$ cat src/rtl/alu_core.sv
// Registered N-bit ALU: one operation per clock, result plus carry/borrow and zero flags.
// rst_n is active-high despite its name; it clears all outputs asynchronously.
module alu_core #(
  parameter int unsigned N = 8
) (
  input  logic         clk,
  input  logic         rst_n,
  input  logic [N-1:0] A_in,
  input  logic [N-1:0] B_in,
  input  logic [3:0]   alu_op,
  output logic [N-1:0] alu_out,
  output logic         carry_out,
  output logic         zero_flag
);

  typedef enum logic [3:0] {
    ALU_NOP = 4'h0,
    ALU_ADD = 4'h1,
    ALU_SUB = 4'h2,
    ALU_INC = 4'h3,
    ALU_DEC = 4'h4,
    ALU_AND = 4'h5,
    ALU_OR  = 4'h6,
    ALU_XOR = 4'h7
  } alu_op_e;

  localparam logic [N:0] ONE = {{N{1'b0}}, 1'b1};

  logic [N:0] a_ext;
  logic [N:0] b_ext;
  logic [N:0] result;
  logic       carry_next;

  assign a_ext = {1'b0, A_in};
  assign b_ext = {1'b0, B_in};

  // Bit N of the N+1-bit result is the carry for ADD/INC and the borrow for SUB/DEC.
  always_comb begin
    result     = a_ext;
    carry_next = 1'b0;
    case (alu_op)
      ALU_ADD: begin
        result     = a_ext + b_ext;
        carry_next = result[N];
      end
      ALU_SUB: begin
        result     = a_ext - b_ext;
        carry_next = result[N];
      end
      ALU_INC: begin
        result     = a_ext + ONE;
        carry_next = result[N];
      end
      ALU_DEC: begin
        result     = a_ext - ONE;
        carry_next = result[N];
      end
      ALU_AND: result = a_ext & b_ext;
      ALU_OR:  result = a_ext | b_ext;
      ALU_XOR: result = a_ext ^ b_ext;
      default: result = a_ext;
    endcase
  end

  always_ff @(posedge clk or posedge rst_n) begin
    if (rst_n) begin
      alu_out   <= '0;
      carry_out <= 1'b0;
      zero_flag <= 1'b0;
    end else begin
      alu_out   <= result[N-1:0];
      carry_out <= carry_next;
      zero_flag <= (result[N-1:0] == '0);
    end
  end

endmodule

$ cat config.mk
export PLATFORM = sky130hd
export DESIGN_NAME = alu_core
export DESIGN_NICKNAME = d
export VERILOG_FILES = /design/src/rtl/alu_core.sv
export SDC_FILE = /design/constraint.sdc
export NUM_CORES = 1
export LEC_CHECK = 0
export CAP_MARGIN = 15
export CORE_ASPECT_RATIO = 0.8
export CORE_MARGIN = 4
export CORE_UTILIZATION = 50
export CTS_CLUSTER_SIZE = 40
export DETAILED_ROUTE_END_ITERATION = 6
export PLACE_DENSITY = 0.75
export SETUP_SLACK_MARGIN = 0.5
export SLEW_MARGIN = 30
export SYNTH_ARGS = -nofsm -noshare
export SYNTH_HDL_FRONTEND = slang
export SYNTH_SLANG_ARGS = --single-unit
$ cat constraint.sdc
create_clock -name clk -period 0.8 [get_ports clk]
set_clock_uncertainty 0.15 [all_clocks]
set_input_delay 0.12 -clock clk [delete_from_list [all_inputs] [get_ports clk]]
set_output_delay 0.12 -clock clk [all_outputs]
set_load 0.01 [all_outputs]
==> impl.org, run 1 <==
** GRT
- GR Overflow Total :: 184
- Largest net degree at the start of global routing :: 13
- Aggregate global-route resource usage :: 0.7965

** Logic synthesis
- In this run, distinct cell masters in the synthesized netlist total 61.
- In this run, synthesis produced a sequential element count of 10.
- The share of the Yosys chip area taken by registers is 0.1205.
- The Yosys step of the flow raised 0 warnings.
- Leading cell type by number of instances after synthesis :: inv_1
- Top cell types by occurrence after synthesis :: 27 x inv_1, 26 x ha_1, 22 x nor2_1, 15 x a21oi_1, 14 x o21ai_0
- Main flop type after synthesis :: dfrtp_1
- Largest area contributor in the synthesized netlist :: ha_1
- Dominant cells by area after synthesis :: ha_1 16%, dfrtp_1 12%, inv_1 4.9%
- Number of synthesized flops with an enable pin :: 0
- The cell area that synthesis handed to floorplanning was about 0.0021 mm².
- Share of flip-flops with an asynchronous set or reset :: 1.000
- Counting every net in the synthesized netlist gives 330.
- Mapped Cells :: 280
- The share of synthesized area in the top cell type comes to 0.1566.
- Average footprint of a synthesized cell :: approximately 7.4 µm²

** Run status
- Stop stage :: global routing
- Log Error :: [ERROR GRT-0232] Routing congestion too high. Check the congestion heatmap in the GUI.
- The flow did not finish.

** Placed design
- Count of input and output buffers :: 31
- Final weighted congestion in routability-driven placement :: 0.9136
- Pre-CTS setup slack :: -2.281 ns
- Once placement completed, the tool counted placed cells totaling 445.
- The HPWL after detailed placement is 6541 µm.
- DP Area :: around 0.0033 mm²

** Die
- Number of placed I/O pins :: 32
- For this configuration, the core starts out at a cell density of 0.5321.
- Measured along the y axis, the die boundary spans 65.65 µm.
- FP Rows :: 20
- In this run the horizontal extent of the chip is 80.06 µm.

** STA
- Worst endpoint after global-route timing repair :: zero_flag$_DFF_PP0_/D
- Classification of the worst endpoint :: register input

** Clock network
- For this design, the sink count on the clock tree is 10.
- Buffer levels on the longest clock path :: 2
- Clock tree synthesis selected as its root buffer the cell clkbuf_8.
- Total CTS buffers :: 3
- H-tree Lvls :: 1
through the flow:
step	hold WS [ns]	TNS [ns]
global placement	0.2560	-21.18
detailed placement	0.2621	-21.91
floorplan	-0.2406	-9.699
CTS	-0.1882	-14.46
cells by family after synthesis:
group,synth area share
flip-flops,0.1205
buffers and inverters,0.08795
AND/OR/NAND/NOR,0.2886
adder cells (fa/ha/maj),0.1759
AO/OA/AOI/OAI,0.2819
XOR/XNOR,0.02108
multiplexers,0.02410
what timing repair did:
action                                  4_1_cts
gates resized for setup                     153
pin swaps                                    25
gates cloned                                  2
endpoints found under the setup margin       30
endpoints found under the hold margin        10
buffers inserted                             20
metal layers:
layer,GRT overflow,GRT usage
met2,95,0.9866
met1,4,0.7459
met4,83,0.9473
met5,0,0.1333
met3,2,0.6123
==> run 2, diff against run 1 <==
CORE_ASPECT_RATIO = not set   (was 0.8)
CORE_UTILIZATION = 35   (was 50)
CTS_CLUSTER_SIZE = not set   (was 40)
PLACE_DENSITY = not set   (was 0.75)
PLACE_DENSITY_LB_ADDON = 0.15   (was not set)
SETUP_SLACK_MARGIN = not set   (was 0.5)
==> run 2 against run 1 <==
Against the previous run:
- the flow now finishes, with violations (negative setup slack)
- area after synthesis unchanged
- synthesized cell count unchanged
==> impl.org, run 2 <==
** Run
- Total of max-cap violations :: 0

** Route
- The routed design has about 8600 µm of wire.
- In the routed design, unresolved DRC markers number 0.
- After the first detailed-routing iteration, the DRC count stood at around 190.
- Via Count :: 2755
- Wire per inst :: approximately 18 µm
- Dividing the detail-routed via count by the number of cells gives ~5.7.
- The first detailed-routing pass took 4 iterations.
- The count of nets left with antenna violations once routing finished came out at 0.

** Final layout
- The library cell used most frequently in the layout, excluding fill and tap cells, is buf_4.
- After the last flow step, the layout net total stands at roughly 460.
- Leaving out fill and tap cells, the most frequent cells in the layout are 96 x buf_4, 18 x nor2_1, 18 x buf_6.
- Fraction of layout instances using a drive strength above 1 :: 0.5572
- The register with the most flip-flops in the layout has 8 of them.
- The number of antenna diodes in the final layout is 0.
- Registers with the highest flip-flop counts :: alu_out: 8 flops, carry_out: 1 flops, zero_flag: 1 flops
- More flip-flops sit in one register than any other, and that register is alu_out.
- Finished Core Util :: 0.6968
- Compared with the post-synthesis result, the final layout area differs by 89.28%.

** Hold path
- Worst hold path type :: in2async

** Run status
- Outcome: complete, but fails checks (was did not finish).
- The checks that failed: negative setup slack.

** Clock network
- The number of buffers inserted during clock tree synthesis is 3 (unchanged).
- The level count of the clock H-tree came to 1 (unchanged).
- TritonCTS sink count :: 10 (unchanged)
- Buffer cell driving the clock tree root :: clkbuf_8 (unchanged)
- In this run, post-CTS hold repair placed 0 buffers.
- TritonCTS built the clock tree.
- Buffer levels on the longest clock path :: 2 (unchanged)
- After clock tree synthesis, the clock-pin slew on the worst setup and hold paths is roughly 0.040 ns.

** Logic synthesis
- Largest area contributor in the synthesized netlist :: ha_1 (unchanged)
- Leading cell type by number of instances after synthesis :: inv_1 (unchanged)
- Number of synthesized flops with an enable pin :: 0 (unchanged)
- The gate count after technology mapping is 280 (unchanged).
- Count of different cell masters after synthesis :: 61 (unchanged)
- Dominant cells by area after synthesis: ha_1 16%, dfrtp_1 12%, inv_1 4.9% (unchanged).
- Area of the mapped netlist :: 0.002077 mm² (unchanged)
- The share of flip-flops with an asynchronous set or reset was 1.000 (unchanged).
- The top flip-flop cell by instance count after synthesis is dfrtp_1 (unchanged).
- The net count after synthesis is 330 (unchanged).
- The area share of the leading cell type in the synthesized netlist came to 0.1566 (unchanged).
- Synthesis-stage register bit count :: 10 (unchanged)
- Sequential element share of the synthesized area :: 0.1205 (unchanged)
- The number of synthesis warnings is 0 (unchanged).
- Top cell types by occurrence after synthesis: 27 x inv_1, 26 x ha_1, 22 x nor2_1, 15 x a21oi_1, 14 x o21ai_0 (unchanged).
- Average footprint of a synthesized cell :: 7.418 µm² (unchanged)

** STA
- Maximum clock rate :: between 400 and 500 MHz
- Setup repair after global routing missed its margin :: true
- Fraction of the cycle the final worst path needs :: 2.893
- The number of pins with negative max-slew slack in the final report was 0.
- Setup-violating endpoint count in the final report :: 20
- The worst pin sits at a relative slew slack of 0.7465.
- Clock period minus final worst setup slack :: 2.315 ns
- Number of hold violations in the final report :: 0
- Final WS setup :: -1.515 ns
- At the pin with the least slew margin, the transition time is between 0.3 and 0.4 ns.

** Power
- Areal power density over the cells :: 853.9 mW/mm²
- In this run the static leakage power is 0.001724 µW.
- VDD sags by at most a little under 800 µV.

** Worst setup path
- For this run, the slowest stage of the critical path takes between 0.3 and 0.4 ns.
- At the worst endpoint, the required time is just over 0.8 ns.
- Timing endpoint of the critical path :: zero_flag$_DFF_PP0_
- Cell chain of the critical path :: buf_12, inv_16, ha_4, inv_2, fa_2, nor3b_4, or3_4, a221o_1, o21ai_2, nand4_1, nor4b_2, o311a_1
- Along the worst path, the maximum fanout reaches 3.
- Broken down by cell family, the worst path's largest delay share belongs to simple AND/OR/NAND/NOR gates.
- Among all stages on the critical path, the largest delay is contributed by fa_2.
- The number of buffers and inverters on the critical path is 3.
- Crit. path cell count :: 12
- Endpoint kind of the worst setup timing path :: flop
- Arrival @ worst endpoint :: ~2.3 ns
- Start point of the critical path :: A_in[0]
- By startpoint and endpoint, the worst setup path is classified as in2reg.
- Kind of start point of the critical path :: primary input

** Placed design
- The number of port buffers was 31 (unchanged).
- Total half-perimeter wirelength after legalization and detailed placement :: 6015 µm (was 6541 µm)
- The post-placement worst setup slack was -2.232 ns (was -2.281 ns).
- Final weighted congestion in routability-driven placement :: 0.9603 (was 0.9136)

** Die
- The effective utilization at floorplan is 0.3682 (was 0.5321).
- CORE AREA :: 0.005642 mm²
- Area enclosed by the die boundary :: between 0.007 and 0.008 mm²
- FP Rows :: 27 (was 20)
- Number of placed I/O pins :: 32 (unchanged)
- The die outline width was 85.04 µm (was 80.06 µm).
- Die height :: 85.04 µm (was 65.65 µm)

** GRT
- The number of antenna violations at the first check in global routing is 0.
- Largest net degree at the start of global routing :: 16
- The first global-routing pass estimated ~13000 µm of wire.
- Aggregate global-route resource usage :: 0.2253
- GR Overflow Total :: 0
- The via count of the first global-routing pass came to 2789.
## run 2: cell counts after synthesis
Identical to the previous run, type by type.
## run 2: worst min-delay path by stage
stage | to | slack, ns
2_1_floorplan | alu_out[0]$_DFF_PP0_ | -0.19
3_3_place_gp | alu_out[2]$_DFF_PP0_ | 0.28
3_5_place_dp | alu_out[2]$_DFF_PP0_ | 0.29
4_1_cts | alu_out[2]$_DFF_PP0_ | 0.05
5_1_grt | alu_out[1]$_DFF_PP0_ | 0.06
6_report | alu_out[2]$_DFF_PP0_ | 0.05
## run 2: routing by layer
| layer | track usage | up-vias | wire, µm |
|---|---|---|---|
| met4 | 0.09784 | 0 | 284 |
| li1 | - | 1311 | - |
| met3 | 0.01845 | 31 | 429 |
| met2 | 0.3877 | 112 | 4262 |
| met5 | 0 | - | 0 |
| met1 | 0.2856 | 1301 | 3642 |
## run 2: through the flow
step / hold WS, ns / TNS [ns] / total power, µW / instance area, µm² / std cells
6_report: 0.04703 / -13.63 / 3357 / 3931 / 483
5_1_grt: 0.05771 / -14.61 / 3560 / 3931 / 483
4_1_cts: 0.04897 / -13.76 / 3188 / 3777 / 479
3_5_place_dp: 0.2924 / -21.44 / 2385 / 3299 / 458
3_3_place_gp: 0.2842 / -21.14 / 2361 / 3299 / 458
2_1_floorplan: -0.1898 / -9.699 / 1548 / 2365 / 280
## run 2: cells by family after synthesis
family          share of synthesized area
compound gates                     0.2819
buf+inv                           0.08795
simple gates                       0.2886
mux                               0.02410
flops                              0.1205
xor+xnor                          0.02108
fa+ha+maj                          0.1759
## run 2: what timing repair did
item                                    4_1_cts  5_1_grt
pin swaps                                    30       23
endpoints found under the setup margin       20       20
endpoints found under the hold margin         0        0
resized for setup                           161       38
setup buffers                                20        5
gates cloned                                  1        0
## run 2: area by class of cell
type,instances,area (µm²)
Timing Repair Buffer,147,1242
Inverter,27,142.6
Tap cell,72,90.09
Sequential cell,10,250.2
Fill cell,437,1710
Clock buffer,3,41.29
Multi-Input combinational cell,224,2165
## run 2: power breakdown
part           switching [µW]  leakage [µW]  internal, µW
clock                     181     0.0000216           328
combinational            1120       0.00158          1160
sequential               12.7      0.000121           558
Note: power is estimated with default switching activity, not from simulation.
